File: src/rtl/mainfsm_ws_if.sv
// mainfsm_ws_if
// Bundles the signals between the multicycle control FSM and the rest of the
// controller, datapath, memory port and multiplier.
//   Decoder inputs : Op, Funct, IsMul
//   Completion     : MemReady (memory), MulDone (multiplier)
//   Datapath ctrl  : IRWrite, AdrSrc, ALUSrcA, ALUSrcB, ResultSrc, NextPC,
//                    RegW, MemW, Branch, ALUOp
//   Memory/mul     : MemReq, MulStart
//   Status         : Fault, StateOut
// The master modport is the FSM, and the slave modport is everything around it.
interface mainfsm_ws_if;
    logic [1:0] Op;
    logic [5:0] Funct;
    logic       IsMul;
    logic       MemReady;
    logic       MulDone;

    logic       IRWrite;
    logic       AdrSrc;
    logic [1:0] ALUSrcA;
    logic [1:0] ALUSrcB;
    logic [1:0] ResultSrc;
    logic       NextPC;
    logic       RegW;
    logic       MemW;
    logic       Branch;
    logic       ALUOp;
    logic       MemReq;
    logic       MulStart;
    logic       Fault;
    logic [3:0] StateOut;

    modport master (
        input  Op, Funct, IsMul, MemReady, MulDone,
        output IRWrite, AdrSrc, ALUSrcA, ALUSrcB, ResultSrc, NextPC, RegW,
               MemW, Branch, ALUOp, MemReq, MulStart, Fault, StateOut
    );

    modport slave (
        output Op, Funct, IsMul, MemReady, MulDone,
        input  IRWrite, AdrSrc, ALUSrcA, ALUSrcB, ResultSrc, NextPC, RegW,
               MemW, Branch, ALUOp, MemReq, MulStart, Fault, StateOut
    );
endinterface

File: src/rtl/mainfsm_ws.sv
// mainfsm_ws
// Multicycle ARMv4 main control FSM with wait states. Fetch, load and store
// issue a memory request and wait for MemReady. Multiplies can optionally
// run through an iterative multiplier (MUL_EN). A watchdog counts consecutive
// wait cycles and traps a stalled access, or an undefined Op, into a sticky
// FAULT state that only reset leaves.
// Ports:
//   clk    rising-edge clock
//   reset  synchronous, active-high
//   bus    mainfsm_ws_if.master (decoder inputs, completion flags, controls)
// Parameters:
//   MUL_EN   1 = IsMul selects the multiply path, 0 = IsMul ignored
//   TO_W     watchdog counter width
//   TIMEOUT  maximum consecutive wait cycles before FAULT (1..2**TO_W-1)
module mainfsm_ws #(
    parameter bit MUL_EN  = 1'b1,
    parameter int TO_W    = 4,
    parameter int TIMEOUT = 15
) (
    input logic         clk,
    input logic         reset,
    mainfsm_ws_if.master bus
);

    typedef enum logic [3:0] {
        FETCH    = 4'd0,
        DECODE   = 4'd1,
        MEMADR   = 4'd2,
        MEMRD    = 4'd3,
        MEMWB    = 4'd4,
        MEMWR    = 4'd5,
        EXECUTER = 4'd6,
        EXECUTEI = 4'd7,
        ALUWB    = 4'd8,
        BRANCH   = 4'd9,
        MULST    = 4'd10,
        MULWAIT  = 4'd11,
        MULWB    = 4'd12,
        FAULT    = 4'd15
    } state_t;

    // The field order matches the order used in the control-word table below.
    typedef struct packed {
        logic       next_pc;
        logic       branch;
        logic       mem_w;
        logic       reg_w;
        logic       ir_write;
        logic       adr_src;
        logic [1:0] result_src;
        logic [1:0] alu_src_a;
        logic [1:0] alu_src_b;
        logic       alu_op;
    } ctrl_t;

    localparam logic [TO_W-1:0] TO_LIM = TO_W'(TIMEOUT);

    state_t          state, state_next;
    logic [TO_W-1:0] wd, wd_next;
    logic            wait_st;    // the current state waits on a completion flag
    logic            done;       // that completion flag
    ctrl_t           ctrl;

    // Only I (bit 5) and L (bit 0) steer the sequence.
    logic unused_funct;
    assign unused_funct = ^bus.Funct[4:1];

    // NOTE: sequential state uses non-blocking assignments only, and reset is
    // sampled on the clock edge because this block resets synchronously.
    always_ff @(posedge clk) begin
        if (reset) begin
            state <= FETCH;
            wd    <= '0;
        end else begin
            state <= state_next;
            wd    <= wd_next;
        end
    end

    // NOTE: every signal written here gets a default first, so no path can
    // leave a variable unassigned and infer a latch.
    always_comb begin
        state_next = state;
        wait_st    = 1'b0;
        done       = 1'b0;
        wd_next    = '0;

        unique case (state)
            FETCH: begin
                wait_st = 1'b1;
                done    = bus.MemReady;
                if (done) state_next = DECODE;
            end
            DECODE: begin
                unique case (bus.Op)
                    2'b00: begin
                        if (MUL_EN && bus.IsMul) state_next = MULST;
                        else if (bus.Funct[5])   state_next = EXECUTEI;
                        else                     state_next = EXECUTER;
                    end
                    2'b01:   state_next = MEMADR;
                    2'b10:   state_next = BRANCH;
                    default: state_next = FAULT;
                endcase
            end
            MEMADR:   state_next = bus.Funct[0] ? MEMRD : MEMWR;
            MEMRD: begin
                wait_st = 1'b1;
                done    = bus.MemReady;
                if (done) state_next = MEMWB;
            end
            MEMWB:    state_next = FETCH;
            MEMWR: begin
                wait_st = 1'b1;
                done    = bus.MemReady;
                if (done) state_next = FETCH;
            end
            EXECUTER: state_next = ALUWB;
            EXECUTEI: state_next = ALUWB;
            ALUWB:    state_next = FETCH;
            BRANCH:   state_next = FETCH;
            MULST:    state_next = MULWAIT;
            MULWAIT: begin
                wait_st = 1'b1;
                done    = bus.MulDone;
                if (done) state_next = MULWB;
            end
            MULWB:    state_next = FETCH;
            FAULT:    state_next = FAULT;
            default:  state_next = FAULT;   // unused encodings are treated as a trap
        endcase

        // The count survives only while a wait state keeps stalling. Because
        // completion is tested first, a completion exactly at TIMEOUT wins.
        if (wait_st && !done) begin
            if (wd == TO_LIM) state_next = FAULT;
            else              wd_next    = wd + 1'b1;
        end
    end

    // Control word {NextPC,Branch,MemW,RegW,IRWrite,AdrSrc,ResultSrc,ALUSrcA,ALUSrcB,ALUOp}
    always_comb begin
        ctrl = '0;
        unique case (state)
            // PC and IR update once, on the cycle the fetch completes.
            FETCH:    ctrl = {bus.MemReady, 3'b000, bus.MemReady, 1'b0,
                              2'b10, 2'b00, 2'b10, 1'b0};
            DECODE:   ctrl = 13'b0000001001100;
            EXECUTER: ctrl = 13'b0000000001001;
            EXECUTEI: ctrl = 13'b0000000001011;
            ALUWB:    ctrl = 13'b0001000000000;
            MEMADR:   ctrl = 13'b0000010001010;
            MEMRD:    ctrl = 13'b0000010000000;
            MEMWB:    ctrl = 13'b0001000100000;
            MEMWR:    ctrl = 13'b0010010000000;
            BRANCH:   ctrl = 13'b1100000000010;
            MULWB:    ctrl = 13'b0001001100000;
            default:  ctrl = '0;
        endcase
    end

    // Side-effecting enables are masked during reset so that an access
    // in flight is dropped in the same cycle.
    assign bus.NextPC    = ctrl.next_pc  & ~reset;
    assign bus.IRWrite   = ctrl.ir_write & ~reset;
    assign bus.RegW      = ctrl.reg_w    & ~reset;
    assign bus.MemW      = ctrl.mem_w    & ~reset;
    assign bus.MemReq    = ((state == FETCH) || (state == MEMRD) || (state == MEMWR)) & ~reset;
    assign bus.MulStart  = (state == MULST) & ~reset;
    assign bus.Branch    = ctrl.branch;
    assign bus.AdrSrc    = ctrl.adr_src;
    assign bus.ResultSrc = ctrl.result_src;
    assign bus.ALUSrcA   = ctrl.alu_src_a;
    assign bus.ALUSrcB   = ctrl.alu_src_b;
    assign bus.ALUOp     = ctrl.alu_op;
    assign bus.Fault     = (state == FAULT);
    assign bus.StateOut  = state;

endmodule

File: src/flat_wrapper.sv
// flat-port wrapper written by rule: the top's interface ports become plain ports
module mainfsm_ws_flat 
#(
    parameter bit MUL_EN  = 1'b1,
    parameter int TO_W    = 4,
    parameter int TIMEOUT = 15
)
  (clk, reset, bus_Op, bus_Funct, bus_IsMul, bus_MemReady, bus_MulDone, bus_IRWrite, bus_AdrSrc, bus_ALUSrcA, bus_ALUSrcB, bus_ResultSrc, bus_NextPC, bus_RegW, bus_MemW, bus_Branch, bus_ALUOp, bus_MemReq, bus_MulStart, bus_Fault, bus_StateOut);
  mainfsm_ws_if bus_i ();
  input logic clk;
  input logic reset;
  input wire logic [$bits(bus_i.Op)-1:0] bus_Op;
  input wire logic [$bits(bus_i.Funct)-1:0] bus_Funct;
  input wire logic [$bits(bus_i.IsMul)-1:0] bus_IsMul;
  input wire logic [$bits(bus_i.MemReady)-1:0] bus_MemReady;
  input wire logic [$bits(bus_i.MulDone)-1:0] bus_MulDone;
  output wire logic [$bits(bus_i.IRWrite)-1:0] bus_IRWrite;
  output wire logic [$bits(bus_i.AdrSrc)-1:0] bus_AdrSrc;
  output wire logic [$bits(bus_i.ALUSrcA)-1:0] bus_ALUSrcA;
  output wire logic [$bits(bus_i.ALUSrcB)-1:0] bus_ALUSrcB;
  output wire logic [$bits(bus_i.ResultSrc)-1:0] bus_ResultSrc;
  output wire logic [$bits(bus_i.NextPC)-1:0] bus_NextPC;
  output wire logic [$bits(bus_i.RegW)-1:0] bus_RegW;
  output wire logic [$bits(bus_i.MemW)-1:0] bus_MemW;
  output wire logic [$bits(bus_i.Branch)-1:0] bus_Branch;
  output wire logic [$bits(bus_i.ALUOp)-1:0] bus_ALUOp;
  output wire logic [$bits(bus_i.MemReq)-1:0] bus_MemReq;
  output wire logic [$bits(bus_i.MulStart)-1:0] bus_MulStart;
  output wire logic [$bits(bus_i.Fault)-1:0] bus_Fault;
  output wire logic [$bits(bus_i.StateOut)-1:0] bus_StateOut;
  assign bus_i.Op = bus_Op;
  assign bus_i.Funct = bus_Funct;
  assign bus_i.IsMul = bus_IsMul;
  assign bus_i.MemReady = bus_MemReady;
  assign bus_i.MulDone = bus_MulDone;
  assign bus_IRWrite = bus_i.IRWrite;
  assign bus_AdrSrc = bus_i.AdrSrc;
  assign bus_ALUSrcA = bus_i.ALUSrcA;
  assign bus_ALUSrcB = bus_i.ALUSrcB;
  assign bus_ResultSrc = bus_i.ResultSrc;
  assign bus_NextPC = bus_i.NextPC;
  assign bus_RegW = bus_i.RegW;
  assign bus_MemW = bus_i.MemW;
  assign bus_Branch = bus_i.Branch;
  assign bus_ALUOp = bus_i.ALUOp;
  assign bus_MemReq = bus_i.MemReq;
  assign bus_MulStart = bus_i.MulStart;
  assign bus_Fault = bus_i.Fault;
  assign bus_StateOut = bus_i.StateOut;
  mainfsm_ws #(.MUL_EN(MUL_EN), .TO_W(TO_W), .TIMEOUT(TIMEOUT)) u_core (.clk(clk), .reset(reset), .bus(bus_i));
endmodule
File: config.mk
export PLATFORM = sky130hd
export DESIGN_NAME = mainfsm_ws_flat
export DESIGN_NICKNAME = d
export VERILOG_FILES = /design/src/rtl/mainfsm_ws_if.sv /design/src/rtl/mainfsm_ws.sv /design/src/flat_wrapper.sv
export SDC_FILE = /design/constraint.sdc
export NUM_CORES = 1
export LEC_CHECK = 0
export CAP_MARGIN = 10
export CORE_MARGIN = 2
export CORE_UTILIZATION = 45
export DETAILED_ROUTE_END_ITERATION = 16
export PLACE_DENSITY = 0.84
export SLEW_MARGIN = 5
export SYNTH_ARGS = -nofsm -noshare
export SYNTH_HDL_FRONTEND = slang
export SYNTH_SLANG_ARGS = --single-unit
File: constraint.sdc
create_clock -name clk -period 4.3 [get_ports clk]
set_input_delay 1.29 -clock clk [delete_from_list [all_inputs] [get_ports clk]]
set_output_delay 1.29 -clock clk [all_outputs]
set_load 0.05 [all_outputs]
==> key figures <==
Timing
  – Number of slew-limit violations in the final report: 0
  – Maximum achievable frequency: 261 MHz
  – Post-route clock period utilization: 0.891
  – Minimum clock period after layout: between 3 and 4 ns
  – Final-report setup violation count: 0
  – Summed negative setup slack over all endpoints: 0 ns
  – Slew at the pin closest to its max-slew limit: about 0.68 ns
  – RSZ-0062 raised after global routing: false
  – Worst rel slew slack: 0.545
  – Number of hold violations in the final report: 0
  – Final setup skew: 0.00240 ns

Pwr
  – P_leak: ~0.42 nW
  – Power per cell area: roughly 320 nW/um^2
  – Maximum VDD drop: around 0.15 mV
  – Total chip power: 0.357 mW

Yosys
  – Post-synthesis cell area: 782 sq um
  – Fraction of synthesized cell area taken by the top area cell type: 0.205
  – Total number of yosys warnings: 0
  – Synthesized instance count: ~110
  – Ys flop type: sky130_fd_sc_hd__dfxtp_1
  – Ranking of synthesized cells by instance count: sky130_fd_sc_hd__nor2_1, sky130_fd_sc_hd__nor3_1, sky130_fd_sc_hd__a21oi_1, sky130_fd_sc_hd__dfxtp_1, sky130_fd_sc_hd__buf_2
  – Cell type with the highest aggregate area in the netlist: sky130_fd_sc_hd__dfxtp_1
  – Count leader, synth: sky130_fd_sc_hd__nor2_1
  – Mean cell area of the mapped netlist: 7.31 sq um
  – Area contributors post-synth: sky130_fd_sc_hd__dfxtp_1, sky130_fd_sc_hd__nor3_1, sky130_fd_sc_hd__nor2_1, sky130_fd_sc_hd__a21oi_1, sky130_fd_sc_hd__buf_2
  – Number of flops mapped to enable cells by yosys: 0
  – Asr flop ratio synth: 0
  – Yosys cell types: a little over 40
  – Syn_nets: 121
  – #FFs+latches synth: 8
  – Fraction of the yosys area taken by sequential cells: 0.205

Outcome
  – Outcome: completed

Floorplanning
  – Core footprint: 1670 sq um
  – Standard-cell row count: 15
  – Die width: around 46 um
  – Die area: 2090 sq um
  – Effective utilization at floorplan: 0.468
  – Die boundary height: 45.7 um
  – I/O pins: 33

Min path
  – Classification of the worst-slack hold path: reg -> reg
  – Hold worst-path end: u_core.wd[0]
  – WHS Path Cells: 1
  – Hold path startpoint: u_core.wd[0]

Global route
  – Global Route Usage Sum: 0.200
  – Busiest metal layer after global routing: met2
  – Number of antenna violations at the first check in global routing: 0
  – GR Layer Usage met3: 0.00397
  – Maximum number of pins on one net before global-route repair: 23
  – Vias in the first global route: 752
  – Met2 usage in global routing: 0.332
  – Final global-route overflow total: 0
  – Global Route met1 Usage: 0.275
  – First-pass GRT wire length: 3090 um

Critical path
  – WP data required: 3.01 ns
  – Arrival time at the worst endpoint: roughly 2.5 ns
  – Reg2Reg Capture Point: u_core.wd[0]
  – Worst Setup Path Type: in -> out
  – Setup crit start kind: primary input
  – Slack of the worst reg-to-reg path: 2.56 ns
  – Worst reg-to-reg path cell count: 4
  – Endpoint class of the critical path: output port
  – Startpoint of the worst register-to-register path: u_core.bus.StateOut[2]
  – Max Fanout on Critical Path: 2

Placed design
  – Final weighted congestion in routability-driven placement: 0.857
  – Cells after DPL: 142
  – Buffers added on ports: 27
  – Half-perimeter wire length after placement: about 1500 um
  – Cell Area, Placed: 1090 sq um

Finish
  – Post-layout instance area: ~1100 sq um
  – Area growth from synthesis to layout: 42.2%
  – # fillers: ~130
  – Footprint of the flip-flops and latches: 160 sq um
  – Layout Nets: ~140
  – Fraction of final layout cells with drive strength greater than 1: 0.156
  – Area taken by multi-input logic gates: 552 sq um
  – Count of inserted antenna diode cells: 0
  – Non-Filler Instances: between 100 and 150

CTS
  – Bufs on Longest Clock Path: 2
  – Number of CTS-inserted buffers: 3
  – Number of gates given a new drive strength after cts: 0
  – Clock Tree Root: sky130_fd_sc_hd__clkbuf_4
  – CTS Sinks: 8
  – Later-pin clock latency in the skew report: 0.25 ns
  – Post-CTS Hold Fix Bufs: 0
  – H-tree levels: 1
  – # Post-CTS Setup Buffers: 0
  – Clock slew at reported path FFs: 0.05 ns
  – TritonCTS clock tree: built

Route
  – Iteration count of the initial detailed-routing pass: 4
  – Routed wire length per instance: 13.6 um
  – Final ANT Viol Nets: 0
  – Iter 0 DRT Violations: 23
  – Routed vias: between 800 and 900
  – Number of vias per cell: 5.84
  – Post-route DRC violation count: 0
  – Detailed Route WL: 1980 um

Run
  – Total of max-cap violations: 0
[state kept, by name, summed over array words and instances (netlist names)]
signal	count
u_core.bus.StateOut	4
u_core.wd	4
[layout by cell type, fill, tap and decap left out, types with 4 or more instances in the layout]
master / instances
sky130_fd_sc_hd__nand2b_1: 5
sky130_fd_sc_hd__buf_12: 6
sky130_fd_sc_hd__nor2b_1: 5
sky130_fd_sc_hd__nor2_1: 11
sky130_fd_sc_hd__o21ai_0: 5
sky130_fd_sc_hd__nor3_1: 9
sky130_fd_sc_hd__a21oi_1: 8
sky130_fd_sc_hd__a31oi_1: 4
sky130_fd_sc_hd__nand2_1: 5
sky130_fd_sc_hd__clkdlybuf4s50_1: 21
sky130_fd_sc_hd__dfxtp_1: 8
[worst max path at each step]
| stage | startpoint | endpoint | slack (ns) | cells past startpoint |
|---|---|---|---|---|
| after floorplan | reset | bus_RegW | 0.02 | 2 |
| after global placement | bus_MemReady | bus_NextPC | 0.49 | 5 |
| after detailed placement | bus_MemReady | bus_NextPC | 0.47 | 5 |
| after CTS | bus_MemReady | bus_NextPC | 0.46 | 5 |
| after global routing | bus_MemReady | bus_NextPC | 0.41 | 5 |
| final | bus_MemReady | bus_NextPC | 0.47 | 5 |
[worst max-delay path, stage by stage]
cell,delay (ns)
sky130_fd_sc_hd__clkdlybuf4s50_1,0.53
sky130_fd_sc_hd__nor3b_1,0.19
sky130_fd_sc_hd__a21oi_1,0.07
sky130_fd_sc_hd__nor4_2,0.27
sky130_fd_sc_hd__buf_12,0.18
[power by group]
group | total (mW) | switching (mW) | internal [mW]
registers | 0.0997 | 0.0198 | 0.0799
clock network | 0.0574 | 0.0254 | 0.0319
logic | 0.200 | 0.119 | 0.0802
[cell families after synthesis]
family          synth area share
compound gates             0.248
xor+xnor                  0.0448
fa+ha+maj                 0.0160
buf+inv                   0.0976
flops                      0.205
mux                       0.0192
other cells              0.00480
simple gates               0.365
[metal layers]
layer,routed length (um),share of wire,vias to the layer above
met5,0,0,-
met4,17,0.0086,0
met3,84,0.043,2
met2,979,0.50,35
met1,894,0.45,388
li1,-,-,422
[stage by stage]
stage	hold WS (ns)	utilization	setup slack, ns
CTS	0.477	0.666	0.457
floorplan	0.431	-	0.0169
detailed placement	0.469	0.652	0.475
global placement	0.443	0.652	0.490
global route	0.504	0.666	0.408
finish	0.493	0.666	0.468
[area by class of cell]
class                           count  area share
Tap cell                           17      0.0191
Multi-Input combinational cell     86       0.496
Inverter                            1     0.00337
Sequential cell                     8       0.144
Clock buffer                        3      0.0202
Timing Repair Buffer               30       0.317
Power figures use the tool's default switching activity.
